<file path="src/rtl/kaliski_almost_inv_ctrl_if.sv">
// Start/done handshake and operand/result bus of the almost-inverse sequencer.
interface kaliski_almost_inv_ctrl_if #(
  parameter int unsigned W  = 32,
  parameter int unsigned KW = 7
);
  logic          start;
  logic [W-1:0]  a_in;
  logic [W-1:0]  p_in;
  logic          busy;
  logic          done;
  logic          err;
  logic [W-1:0]  res;
  logic [KW-1:0] k;

  // Requester side (top-level inverter FSM or bench).
  modport master (
    output start, a_in, p_in,
    input  busy, done, err, res, k
  );

  // Sequencer side.
  modport slave (
    input  start, a_in, p_in,
    output busy, done, err, res, k
  );
endinterface

</file>
<file path="src/rtl/kaliski_almost_inv_ctrl.sv">
// Phase 1 of the Kaliski Montgomery inverse: iterates the almost-inverse loop one step per clock
// and returns x = a^-1 * 2^k mod p together with k.
module kaliski_almost_inv_ctrl #(
  parameter int unsigned W  = 32,
  parameter int unsigned KW = 7
) (
  input  logic                       clk,
  input  logic                       rst,
  kaliski_almost_inv_ctrl_if.slave   bus_io
);

  typedef enum logic [2:0] {
    StIdle,
    StCheck,
    StLoop,
    StCorrect,
    StFinal,
    StDone
  } state_e;

  localparam logic [KW-1:0] KMax = KW'(2 * W);

  state_e        state_q, state_d;
  logic [W-1:0]  u_q, u_d;
  logic [W-1:0]  v_q, v_d;
  logic [W:0]    r_q, r_d;
  logic [W:0]    s_q, s_d;
  logic [W-1:0]  p_q, p_d;
  logic [KW-1:0] cnt_q, cnt_d;
  logic [W-1:0]  res_q, res_d;
  logic [KW-1:0] k_q, k_d;
  logic          err_q, err_d;

  // Magnitude comparisons; in CHECK, v still holds the captured operand a.
  logic u_gt_v, a_ge_p, r_ge_p;
  assign u_gt_v = (u_q > v_q);
  assign a_ge_p = (v_q >= p_q);
  assign r_ge_p = r_q[W] | (r_q[W-1:0] >= p_q);

  // Next-state and datapath updates for each sequencer state.
  always_comb begin
    state_d = state_q;
    u_d     = u_q;
    v_d     = v_q;
    r_d     = r_q;
    s_d     = s_q;
    p_d     = p_q;
    cnt_d   = cnt_q;
    res_d   = res_q;
    k_d     = k_q;
    err_d   = err_q;
    unique case (state_q)
      StIdle: begin
        if (bus_io.start) begin
          u_d     = bus_io.p_in;
          v_d     = bus_io.a_in;
          r_d     = '0;
          s_d     = (W+1)'(1);
          cnt_d   = '0;
          p_d     = bus_io.p_in;
          state_d = StCheck;
        end
      end
      StCheck: begin
        res_d = '0;
        k_d   = '0;
        err_d = (v_q == '0) | ~p_q[0] | a_ge_p;
        state_d = ((v_q == '0) | ~p_q[0] | a_ge_p) ? StDone : StLoop;
      end
      StLoop: begin
        if (v_q == '0) begin
          state_d = StCorrect;
        end else if (cnt_q == KMax) begin
          // Another step would push k past 2W; only reachable with bad inputs.
          err_d   = 1'b1;
          state_d = StDone;
        end else begin
          cnt_d = cnt_q + KW'(1);
          if (!u_q[0]) begin
            u_d = u_q >> 1;
            s_d = {s_q[W-1:0], 1'b0};
          end else if (!v_q[0]) begin
            v_d = v_q >> 1;
            r_d = {r_q[W-1:0], 1'b0};
          end else if (u_gt_v) begin
            u_d = (u_q - v_q) >> 1;
            r_d = r_q + s_q;
            s_d = {s_q[W-1:0], 1'b0};
          end else begin
            v_d = (v_q - u_q) >> 1;
            s_d = s_q + r_q;
            r_d = {r_q[W-1:0], 1'b0};
          end
        end
      end
      StCorrect: begin
        if (r_ge_p) begin
          r_d = r_q - {1'b0, p_q};
        end
        state_d = StFinal;
      end
      StFinal: begin
        res_d   = p_q - r_q[W-1:0];
        k_d     = cnt_q;
        state_d = StDone;
      end
      StDone: begin
        state_d = StIdle;
      end
      default: begin
        state_d = StIdle;
      end
    endcase
  end

  // State and datapath registers with synchronous reset.
  always_ff @(posedge clk) begin
    if (rst) begin
      state_q <= StIdle;
      u_q     <= '0;
      v_q     <= '0;
      r_q     <= '0;
      s_q     <= '0;
      p_q     <= '0;
      cnt_q   <= '0;
      res_q   <= '0;
      k_q     <= '0;
      err_q   <= 1'b0;
    end else begin
      state_q <= state_d;
      u_q     <= u_d;
      v_q     <= v_d;
      r_q     <= r_d;
      s_q     <= s_d;
      p_q     <= p_d;
      cnt_q   <= cnt_d;
      res_q   <= res_d;
      k_q     <= k_d;
      err_q   <= err_d;
    end
  end

  // Handshake outputs decode directly from the registered state.
  always_comb begin
    bus_io.busy = (state_q != StIdle) && (state_q != StDone);
    bus_io.done = (state_q == StDone);
    bus_io.err  = err_q;
    bus_io.res  = res_q;
    bus_io.k    = k_q;
  end

endmodule

</file>
<file path="src/flat_wrapper.sv">
// flat-port wrapper written by rule: the top's interface ports become plain ports
module kaliski_almost_inv_ctrl_flat 
#(
  parameter int unsigned W  = 32,
  parameter int unsigned KW = 7
)
  (clk, rst, bus_io_start, bus_io_a_in, bus_io_p_in, bus_io_busy, bus_io_done, bus_io_err, bus_io_res, bus_io_k);
  kaliski_almost_inv_ctrl_if #(.W(W), .KW(KW)) bus_io_i ();
  input  logic clk;
  input  logic rst;
  input wire logic [$bits(bus_io_i.start)-1:0] bus_io_start;
  input wire logic [$bits(bus_io_i.a_in)-1:0] bus_io_a_in;
  input wire logic [$bits(bus_io_i.p_in)-1:0] bus_io_p_in;
  output wire logic [$bits(bus_io_i.busy)-1:0] bus_io_busy;
  output wire logic [$bits(bus_io_i.done)-1:0] bus_io_done;
  output wire logic [$bits(bus_io_i.err)-1:0] bus_io_err;
  output wire logic [$bits(bus_io_i.res)-1:0] bus_io_res;
  output wire logic [$bits(bus_io_i.k)-1:0] bus_io_k;
  assign bus_io_i.start = bus_io_start;
  assign bus_io_i.a_in = bus_io_a_in;
  assign bus_io_i.p_in = bus_io_p_in;
  assign bus_io_busy = bus_io_i.busy;
  assign bus_io_done = bus_io_i.done;
  assign bus_io_err = bus_io_i.err;
  assign bus_io_res = bus_io_i.res;
  assign bus_io_k = bus_io_i.k;
  kaliski_almost_inv_ctrl #(.W(W), .KW(KW)) u_core (.clk(clk), .rst(rst), .bus_io(bus_io_i));
endmodule
</file>
<file path="config.mk">
export PLATFORM = sky130hd
export DESIGN_NAME = kaliski_almost_inv_ctrl_flat
export DESIGN_NICKNAME = d
export VERILOG_FILES = /design/src/rtl/kaliski_almost_inv_ctrl_if.sv /design/src/rtl/kaliski_almost_inv_ctrl.sv /design/src/flat_wrapper.sv
export SDC_FILE = /design/constraint.sdc
export NUM_CORES = 1
export LEC_CHECK = 0
export ABC_AREA = 1
export CORE_MARGIN = 2
export CORE_UTILIZATION = 46
export CTS_CLUSTER_SIZE = 40
export DETAILED_ROUTE_END_ITERATION = 10
export PLACE_DENSITY = 0.66
export SLEW_MARGIN = 40
export SYNTH_ARGS = -nofsm -noshare
export SYNTH_HDL_FRONTEND = slang
export SYNTH_SLANG_ARGS = --single-unit
export TNS_END_PERCENT = 20
</file>
<file path="constraint.sdc">
create_clock -name clk -period 2.7 [get_ports clk]
set_input_delay 0.405 -clock clk [delete_from_list [all_inputs] [get_ports clk]]
set_output_delay 0.405 -clock clk [all_outputs]
set_load 0.05 [all_outputs]
</file>
==> qor.txt <==
FF-to-FF Start -> u_core.v_q[11]$_SDFFE_PP0P_
clk sink count -> 212
drt first pass iters -> 6
fillers -> 4917
Seq cells post-synth -> 212
PortBufs -> 108
Net Count, Synth -> 3999
asr flop ratio synth -> 0
clock-pin slew on the worst setup and hold paths -> 60 ps
CP Class -> reg -> reg
layout cells sized above 1 -> 0.1029
period utilization -> 0.9822
Comb power frac -> 0.669
Min-Delay Startpoint -> rst
sequential power share -> 0.161
final hold slack -> 360.2 ps
cts bufs inserted -> 28
initial antenna violation count -> 0
Worst Hold Endpoint -> u_core.bus_io.k[1]$_SDFFE_PP0P_
Synth area leaders -> nand2_1 20%, dfxtp_1 20%, ha_1 11%, a21oi_1 10%, inv_1 9.3%
Die ar. -> 48740 sq um
P_int -> 11970 uW
Commonest cells post-synth -> 1150 x nand2_1, 538 x inv_1, 437 x a21oi_1
Core Box Area -> 46460 sq um
global-route wire length before repair -> 134.3 mm
HPWL Detailed -> 72.78 mm
Worst setup EP type -> flip-flop
largest net degree at the start of global routing -> 90
Worst Setup Start Kind -> flip-flop
Die Span Y -> 220.8 microns
sequential share of the synthesized area -> 0.1963
r2r endpoint -> u_core.s_q[27]$_SDFFE_PP0P_
Max Cap Viol -> 0
number of enable flip-flop cells after synthesis -> 0
top-count cell post-synth -> nand2_1
Final Net Count -> 4208
LEAKAGE -> 0.01295 uW
Cell Count, Final, Fillers Out -> 4572
drt drc -> 0
crit-path max FO -> 24
Post-Layout Inst Area -> 25730 sq um
placer's final routability congestion estimate -> 1.055
RSZ-0062 raised after global routing -> true
Syn Area/Cell -> 5.789 sq um
Hold WC Path Type -> in -> reg
Via density -> 5.421
CTS max path bufs -> 3
vias in the first global route -> 23251
Antenna Nets Post-Route -> 0
initial core utilization -> 0.4653
setup violators final -> 0
Slew Viols, Final -> 0
CP top delay family -> simple AND/OR/NAND/NOR gates
area leader, netlist -> nand2_1
worst vdd ir -> 0.8378 mV
status -> completed
DR vias -> 24783
storage element area -> 4247 sq um
Core Util, Final -> 0.5538
Worst R2R Path Depth -> 11
H-tree level count -> 1
crit-path cells -> buf_4 -> nor4_1 -> nand3_1 -> nor2_2 -> nand2_1 -> nand2_2 -> nor2_8 -> inv_2 -> buf_12 -> nand2_1 -> a21oi_1
CTS tree -> yes
switching part of the total -> 0.5302
multi-input logic area -> 14860 sq um
Synth cell types -> 53
Avg WL per Cell -> 19.58 microns
Synth-to-Final Area Change -> 19.01%
crit path DAT -> 3180 ps
WP buf/inv -> 3
flop2flop setup slack -> 50 ps
Remaining Overflow, GRT -> 0
fin crit period -> 2652 ps
Cell Pwr Density -> 990.6 nW/um^2
Hold Path Depth -> 3
Iteration-0 DRC Markers -> 2332
Slowest-stage cell, CP -> nor4_1
Max Fclk -> 377.1 MHz
Crit path required time -> 3230 ps
Cells after Synth -> 3734
Sw Pwr -> 13510 uW
Chip Width -> 220.8 microns
Placement Rows -> 79
clk_lat worst skew -> 600 ps
routed wire length -> 89.51 mm
Crit path largest cell delay -> 350 ps
Critical Path Most Common Cell -> nand2_1
area share of the largest cell type after synthesis -> 0.1997
mapped cell area -> 21620 sq um
Synth Warn # -> 0
predominant post-synthesis flop cell -> dfxtp_1
Placed Cells -> 4519
clock power share -> 0.170
Area after DPL -> 24430 sq um
Setup Skew -> 19.65 ps
gr usage total -> 0.3619
Fin Setup TNS -> 0 ps
Final Hold Viols -> 0
Worst Max-Slew Pin Slew -> 753.4 ps
ant diodes -> 0
CTS Root Cell -> clkbuf_16
Max-slew headroom -> 0.4961
Ports -> 109
-- worst max-delay path by stage --
stage | depth (start not counted) | start | endpoint | slack [ps]
floorplan | 19 | u_core.u_q[0]$_SDFFE_PP0P_ | u_core.r_q[29]$_SDFFE_PP0P_ | 0.4
global placement | 17 | u_core.u_q[0]$_SDFFE_PP0P_ | u_core.r_q[29]$_SDFFE_PP0P_ | 10
detailed placement | 17 | u_core.u_q[0]$_SDFFE_PP0P_ | u_core.r_q[29]$_SDFFE_PP0P_ | -20
CTS | 5 | u_core.state_q[0]$_SDFFE_PP0P_ | bus_io_busy | 6
global route | 15 | u_core.p_q[13]$_SDFFE_PP0P_ | u_core.r_q[23]$_SDFFE_PP0P_ | -50
finish | 11 | u_core.v_q[11]$_SDFFE_PP0P_ | u_core.s_q[27]$_SDFFE_PP0P_ | 50
-- tightest hold or removal path, delay by kind of cell --
family	cells	cell delay, ps
buffers and inverters	2	350
AO/OA/AOI/OAI	1	150
-- cell type report --
cell class	count	share of cell area
Multi-Input combinational cell	2846	0.5777
Clock inverter	15	0.01094
Sequential cell	212	0.1651
Inverter	554	0.08156
Timing Repair Buffer	301	0.1051
Clock buffer	37	0.03011
Tap cell	607	0.02952
-- per-stage QoR --
step	power, uW	setup WS [ps]
final	25480	48.02
after global routing	27180	-54.61
after CTS	24830	5.997
after detailed placement	20420	-23.41
after global placement	20460	11.68
after floorplan	14470	0.4106
-- layer usage --
metal | track usage | vias up | wire (microns)
met2 | 0.5967 | 1024 | 40190
li1 | - | 12312 | -
met1 | 0.4590 | 11189 | 37270
met5 | 0 | - | 0
met4 | 0.1982 | 0 | 5772
met3 | 0.04399 | 258 | 6286
-- power by group through the flow --
stage,clock network [uW],logic [uW],registers [uW]
floorplan,0,10200,4250
global placement,0,16300,4120
detailed placement,0,16300,4130
CTS,4380,16400,4060
global route,4470,18600,4140
finish,4340,17100,4090
-- cell families (layout without fill, tap and decap cells) --
logic type | count (synthesis) | after routing | share of synthesized area
adders and majority gates | 198 | 198 | 0.1163
AOI/OAI and AO/OA | 728 | 728 | 0.1772
buffers and inverters | 676 | 907 | 0.1257
xor gates and xnor gates | 57 | 57 | 0.02309
DFF | 212 | 212 | 0.1963
and+or+nand+nor | 1863 | 1863 | 0.3613
-- state kept, by name (all words and copies together), names as in the netlist --
register	count
u_core.r_q	33
u_core.s_q	33
u_core.bus_io.res	32
u_core.p_q	32
u_core.u_q	32
u_core.v_q	32
u_core.bus_io.k	7
u_core.cnt_q	7
u_core.state_q	3
u_core.bus_io.err	1
-- layout by cell type (no fill, tap or decap), types with 8 or more instances in the layout --
cell	n
o21a_1	10
inv_2	15
ha_1	181
inv_1	534
xnor2_1	23
nand3_1	180
o21bai_1	15
a21oi_1	433
dfxtp_1	210
clkdlybuf4s50_1	106
xor2_1	34
nor2_2	23
clkbuf_16	28
nand4_1	45
buf_12	13
nor3_1	30
o21ai_0	201
a21o_1	10
or2_2	39
ha_2	8
o21ai_1	26
buf_4	178
nand2_1	1141
o211ai_1	12
nor2_1	328
nand2_2	26
nand2_4	8
-- what timing repair did --
action / CTS / global route
setup buffers: 0 / 1
hold buffers: 0 / 0
cloned: 0 / 0
resized for setup: 3 / 65
setup endpoints to repair: 18 / 104
pin swaps: 0 / 6
Power figures use the tool's default switching activity.
